File: src/rtl/pc_pkg.sv
// pc_pkg: next-address operation encodings and shared width defaults for pc_ras.
package pc_pkg;
    localparam int ADDR_SZ = 6;
    localparam int RAS_DEPTH = 4;
    typedef enum logic [2:0] {
        INC  = 3'd0,
        REL  = 3'd1,
        ABS  = 3'd2,
        CALL = 3'd3,
        RET  = 3'd4
    } pc_op_t;
endpackage

File: src/rtl/ras_stack.sv
// ras_stack: circular-pointer return-address LIFO that drops the oldest entry when pushed while full.
module ras_stack #(
    parameter int AddrSz = 6,
    parameter int Depth = 4,
    localparam int PtrW = $clog2(Depth),
    localparam int CntW = $clog2(Depth + 1)
) (
    input  logic              clk,
    input  logic              n_reset,
    input  logic              push,
    input  logic              pop,
    input  logic [AddrSz-1:0] push_data,
    output logic [AddrSz-1:0] top,
    output logic [CntW-1:0]   count
);
    logic [AddrSz-1:0] mem_q [Depth];
    logic [PtrW-1:0]   ptr_q, ptr_d;
    logic [CntW-1:0]   count_q, count_d;
    // ptr_q is the next write slot; wrapping it over the oldest entry implements drop-oldest
    always_comb begin
        ptr_d   = push ? ptr_q + PtrW'(1) : pop ? ptr_q - PtrW'(1) : ptr_q;
        count_d = push ? (count_q == CntW'(Depth) ? count_q : count_q + CntW'(1))
                : pop ? count_q - CntW'(1) : count_q;
    end
    always_ff @(posedge clk or negedge n_reset) begin
        if (!n_reset) begin
            ptr_q   <= '0;
            count_q <= '0;
        end else begin
            ptr_q   <= ptr_d;
            count_q <= count_d;
        end
    end
    always_ff @(posedge clk) begin
        if (push) mem_q[ptr_q] <= push_data;
    end
    assign top   = mem_q[ptr_q - PtrW'(1)];
    assign count = count_q;
endmodule

File: src/rtl/pc_ras.sv
// pc_ras: program counter with INC/REL/ABS/CALL/RET next-address selection, return stack and sticky error flags.
module pc_ras
    import pc_pkg::*;
#(
    parameter int AddrSz = ADDR_SZ,
    parameter int Depth = RAS_DEPTH
) (
    input  logic              clk,
    input  logic              n_reset,
    input  logic              en,
    input  pc_op_t            op,
    input  logic [AddrSz-1:0] offset,
    input  logic [AddrSz-1:0] target,
    input  logic              err_clr,
    output logic [AddrSz-1:0] addr,
    output logic              stack_empty,
    output logic              stack_full,
    output logic              overflow,
    output logic              underflow
);
    localparam int CntW = $clog2(Depth + 1);
    logic [AddrSz-1:0] addr_q, addr_d, inc, top;
    logic [CntW-1:0]   count;
    logic              overflow_q, overflow_d, underflow_q, underflow_d;
    logic              push, pop, is_call, is_ret;
    assign stack_empty = count == '0;
    assign stack_full  = count == CntW'(Depth);
    always_comb begin
        is_call     = en && op == CALL;
        is_ret      = en && op == RET;
        push        = is_call;
        pop         = is_ret && !stack_empty;
        inc         = addr_q + AddrSz'(1);
        addr_d      = !en ? addr_q
                    : op == REL ? addr_q + offset
                    : (op == ABS || op == CALL) ? target
                    : pop ? top : inc;
        // a new error wins over a simultaneous clear
        overflow_d  = (is_call && stack_full) || (overflow_q && !err_clr);
        underflow_d = (is_ret && stack_empty) || (underflow_q && !err_clr);
    end
    always_ff @(posedge clk or negedge n_reset) begin
        if (!n_reset) begin
            addr_q      <= '0;
            overflow_q  <= 1'b0;
            underflow_q <= 1'b0;
        end else begin
            addr_q      <= addr_d;
            overflow_q  <= overflow_d;
            underflow_q <= underflow_d;
        end
    end
    ras_stack #(.AddrSz(AddrSz), .Depth(Depth)) u_stack (
        .clk       (clk),
        .n_reset   (n_reset),
        .push      (push),
        .pop       (pop),
        .push_data (inc),
        .top       (top),
        .count     (count)
    );
    assign addr      = addr_q;
    assign overflow  = overflow_q;
    assign underflow = underflow_q;
endmodule

File: config.mk
export PLATFORM = sky130hd
export DESIGN_NAME = pc_ras
export DESIGN_NICKNAME = d
export VERILOG_FILES = /design/src/rtl/pc_pkg.sv /design/src/rtl/ras_stack.sv /design/src/rtl/pc_ras.sv
export SDC_FILE = /design/constraint.sdc
export NUM_CORES = 1
export LEC_CHECK = 0
export CORE_ASPECT_RATIO = 2
export CORE_MARGIN = 4
export CORE_UTILIZATION = 56
export CTS_CLUSTER_SIZE = 16
export DETAILED_ROUTE_END_ITERATION = 12
export DONT_BUFFER_PORTS = 1
export GPL_ROUTABILITY_DRIVEN = 0
export PLACE_DENSITY = 0.71
export REMOVE_ABC_BUFFERS = 1
export SYNTH_ARGS = -nofsm -noshare
export SYNTH_HDL_FRONTEND = slang
export SYNTH_SLANG_ARGS = --single-unit
File: constraint.sdc
create_clock -name clk -period 5.5 [get_ports clk]
set_clock_uncertainty 0.1 [all_clocks]
set_input_delay 0.825 -clock clk [delete_from_list [all_inputs] [get_ports clk]]
set_output_delay 0.825 -clock clk [all_outputs]
set_load 0.02 [all_outputs]
==> flow_summary.toml <==
[setup_path]
worst_path_largest_cell_delay_ps = 680
timing.critical_path.required_ps = 5570
cp_data_arrival_time_ps = 2500
crit_family = "flip-flops"
cp_num_buf_inv = 1
worst_setup_path_start_kind = "flip-flop"
cpMaxStageDelayCell = "sky130_fd_sc_hd__dfrtp_1"
timing.critical_path.fanout_max = 10
path_cells = "inv_1 -> ha_1 -> mux4_2 -> o221a_1 -> a211o_1"
setup.worst_path.class = "reg2reg"
endpoint_kind = "flip-flop"

[routing]
drt-met1-wl_mm = 1.36
route.antenna.remaining_nets = 0
top_layer = "met4"
remaining_drc_errors = 0
wl_per_cell_um = 18.2
detail_route.wirelength_mm = 3.89
detailroute.wirelength.met2_mm = 2.20
iteration_0_drc_markers = 9
routed-wl-met3_um = 205
num_vias = 1255
route.detailed.vias_per_inst = 5.86
drt_pre_antenna_iters = 4

[power_and_ir_drop]
ir_drop_mv = 0.231
cellPowerDensity_nw_per_um2 = 478
cellLeakagePower_uw = 0.000866
finalPower_uw = 1050

[final_layout]
final_layout_size_suffix_gt1_frac = 0.158
multi_input_gate_area_in_the_final_layout_um2 = 926
area.sequential_um2 = 1050
n_antenna_cell = 0
fillerInstances = 297
final_cells = 214
finish.net_count = 195
area_growth_syn_to_layout_pct = 6.12

[floorplanning]
floorplan.core_area_um2 = 3610
fp.dieArea_um2 = 4780
floorplan.rows = 31
num_io_pins = 29
chipWidth_um = 50.9
die-height_um = 93.8
floorplan.initialDensity = 0.572

[sta]
timing.setup.tns_ps = 0
clock.fmax_ghz = 0.413
final-max-slew-violation-count = 0
layout_worst_path_cycle_share = 0.441
finalHoldViolations = 0
timing.slew.headroom = 0.648
setup_viol = 0
rsz0062_at_grt = "no"
worst-slew-pin-transition_ps = 528
final.min_clock_period_ps = 2420

[logic_synthesis]
synth_cell_type_count = 45
yosys.cell_count.top_type = "sky130_fd_sc_hd__edfxtp_1"
synth_edf_count = 24
netlist_instances = 162
synth_top_cells_by_count = "sky130_fd_sc_hd__edfxtp_1 (24), sky130_fd_sc_hd__dfrtp_1 (13), sky130_fd_sc_hd__nand2_1 (11)"
synth-seq-area-share = 0.507
synth.top_cell.area_share = 0.349
syn-cell-area_um2 = 2060
synth.yosys.warnings = 0
synth_top_flop_cell = "sky130_fd_sc_hd__edfxtp_1"
synth_largest_area_cell = "sky130_fd_sc_hd__edfxtp_1"
synth_async_sr_flop_share = 0.351
synth-seq-cells = 37
netlist_top_cells_area = "sky130_fd_sc_hd__edfxtp_1 (35%), sky130_fd_sc_hd__dfrtp_1 (16%), sky130_fd_sc_hd__mux4_2 (6.5%), sky130_fd_sc_hd__ha_1 (6.1%), sky130_fd_sc_hd__xnor2_1 (2.1%)"
synthesis.area_per_instance_um2 = 12.7

[grt]
antenna_found_initial = 0
grt_pass1_wl_mm = 6.35
first_global_vias = 1346
groute.usage.overall = 0.182
grt_start_max_net_pins = 18
globalRouteOverflowTotal = 0

[cts]
cts_tree = "yes"
clock_tree.buffer_depth = 2
cts_repair_resize_count = 0
cts_setup_buffers = 0
clock_sink_count = 37
cts_root_buf = "sky130_fd_sc_hd__clkbuf_8"
tritoncts_buffer_count = 5
postCtsHoldBufs = 0
htree_levels = 2
worst_setup_hold_path_clk_slew_ps = 80
clock_insertion_delay_worst_skew_ps = 290

[placement]
number_of_cells_after_detailed_placement = 206
dp_hpwl_mm = 3.11
port-buffer-count = 0

[run]
total_of_max_cap_violations = 0

[status]
outcome = "finished, final reports clean"

[hold_path]
worst_hold_path_type = "in2async"
[layout make-up]
| type | count | share of cell area |
|---|---|---|
| Clock inverter | 3 | 0.0211 |
| Clock buffer | 5 | 0.0314 |
| Tap cell | 49 | 0.0280 |
| Multi-Input combinational cell | 109 | 0.423 |
| Sequential cell | 37 | 0.478 |
| Inverter | 11 | 0.0189 |
[routing by layer]
layer / vias up / GRT usage
li1: 597 / -
met2: 39 / 0.331
met4: 0 / 0.0944
met1: 607 / 0.181
met3: 12 / 0.0477
met5: - / 0
[registers in the layout, indices dropped and copies added, names as in the netlist]
signal / count
underflow: 1
overflow: 1
addr: 6
u_stack.mem_q: 24
u_stack.ptr_q: 2
u_stack.count: 3
[placed cells by master (no fill, tap or decap), types with 2 or more instances in the layout]
master	netlist	layout
sky130_fd_sc_hd__xnor2_1	5	5
sky130_fd_sc_hd__a221oi_1	2	2
sky130_fd_sc_hd__nand2b_1	2	2
sky130_fd_sc_hd__mux2i_1	3	3
sky130_fd_sc_hd__and2_1	5	5
sky130_fd_sc_hd__nand3_1	5	5
sky130_fd_sc_hd__fa_1	2	2
sky130_fd_sc_hd__nor2_1	8	8
sky130_fd_sc_hd__dfrtp_1	13	13
sky130_fd_sc_hd__a211o_1	3	3
sky130_fd_sc_hd__clkbuf_8	1	5
sky130_fd_sc_hd__and3_1	4	4
sky130_fd_sc_hd__nand2_1	11	11
sky130_fd_sc_hd__inv_1	10	10
sky130_fd_sc_hd__a21oi_1	3	3
sky130_fd_sc_hd__edfxtp_1	24	24
sky130_fd_sc_hd__mux2_2	2	2
sky130_fd_sc_hd__o22ai_1	4	4
sky130_fd_sc_hd__o21ai_0	6	6
sky130_fd_sc_hd__a21o_1	2	2
sky130_fd_sc_hd__nor2b_1	4	4
sky130_fd_sc_hd__ha_1	10	10
sky130_fd_sc_hd__xor2_1	4	4
sky130_fd_sc_hd__mux4_2	6	6
sky130_fd_sc_hd__a31oi_1	2	2
[path summary, 6_finish.rpt]
path | to | start | slack [ps] | cells after the start
setup / recovery | addr[5] | u_stack.ptr_q[0] | 3080 | 5
max in group asynchronous | overflow | n_reset | 5110 | 0
hold / removal | u_stack.ptr_q[1] | n_reset | 120 | 0
min in group clk | u_stack.count[2] | u_stack.count[2] | 430 | 1
setup reg to reg | addr[5] | u_stack.ptr_q[0] | 3080 | 5
hold reg to reg | u_stack.count[2] | u_stack.count[2] | 430 | 1
[kinds of logic after synthesis]
kind of cell	after synthesis	synth area share
AND/OR/NAND/NOR	49	0.142
XOR/XNOR	9	0.0382
adder cells (fa/ha/maj)	12	0.0800
multiplexers	11	0.0910
AO/OA/AOI/OAI	28	0.0976
flip-flops	37	0.507
buffers and inverters	16	0.0443
[worst reg2reg max path, stage by stage, from the launching register on]
cell and delay (ps):
sky130_fd_sc_hd__dfrtp_1 680, sky130_fd_sc_hd__inv_1 130, sky130_fd_sc_hd__ha_1 500, sky130_fd_sc_hd__mux4_2 360
sky130_fd_sc_hd__o221a_1 250, sky130_fd_sc_hd__a211o_1 290
[report_power, final]
group          switching, uW  internal [uW]  leakage [uW]
logic                    175            173      0.000439
registers               96.4            370      0.000373
clock network           96.9            136     0.0000543
total                    369            679      0.000866
[metrics by stage]
| stage | instance area [um2] | hold slack, ps | utilization | setup slack, ps |
|---|---|---|---|---|
| global route | 2190 | 107 | 0.607 | 2860 |
| detailed placement | 2070 | 411 | 0.575 | 3020 |
| global placement | 2070 | 382 | 0.575 | 3100 |
| CTS | 2190 | 114 | 0.607 | 3040 |
| floorplan | 2010 | 364 | - | 3140 |
| finish | 2190 | 123 | 0.607 | 3080 |
(Power assumes the default switching activity.)
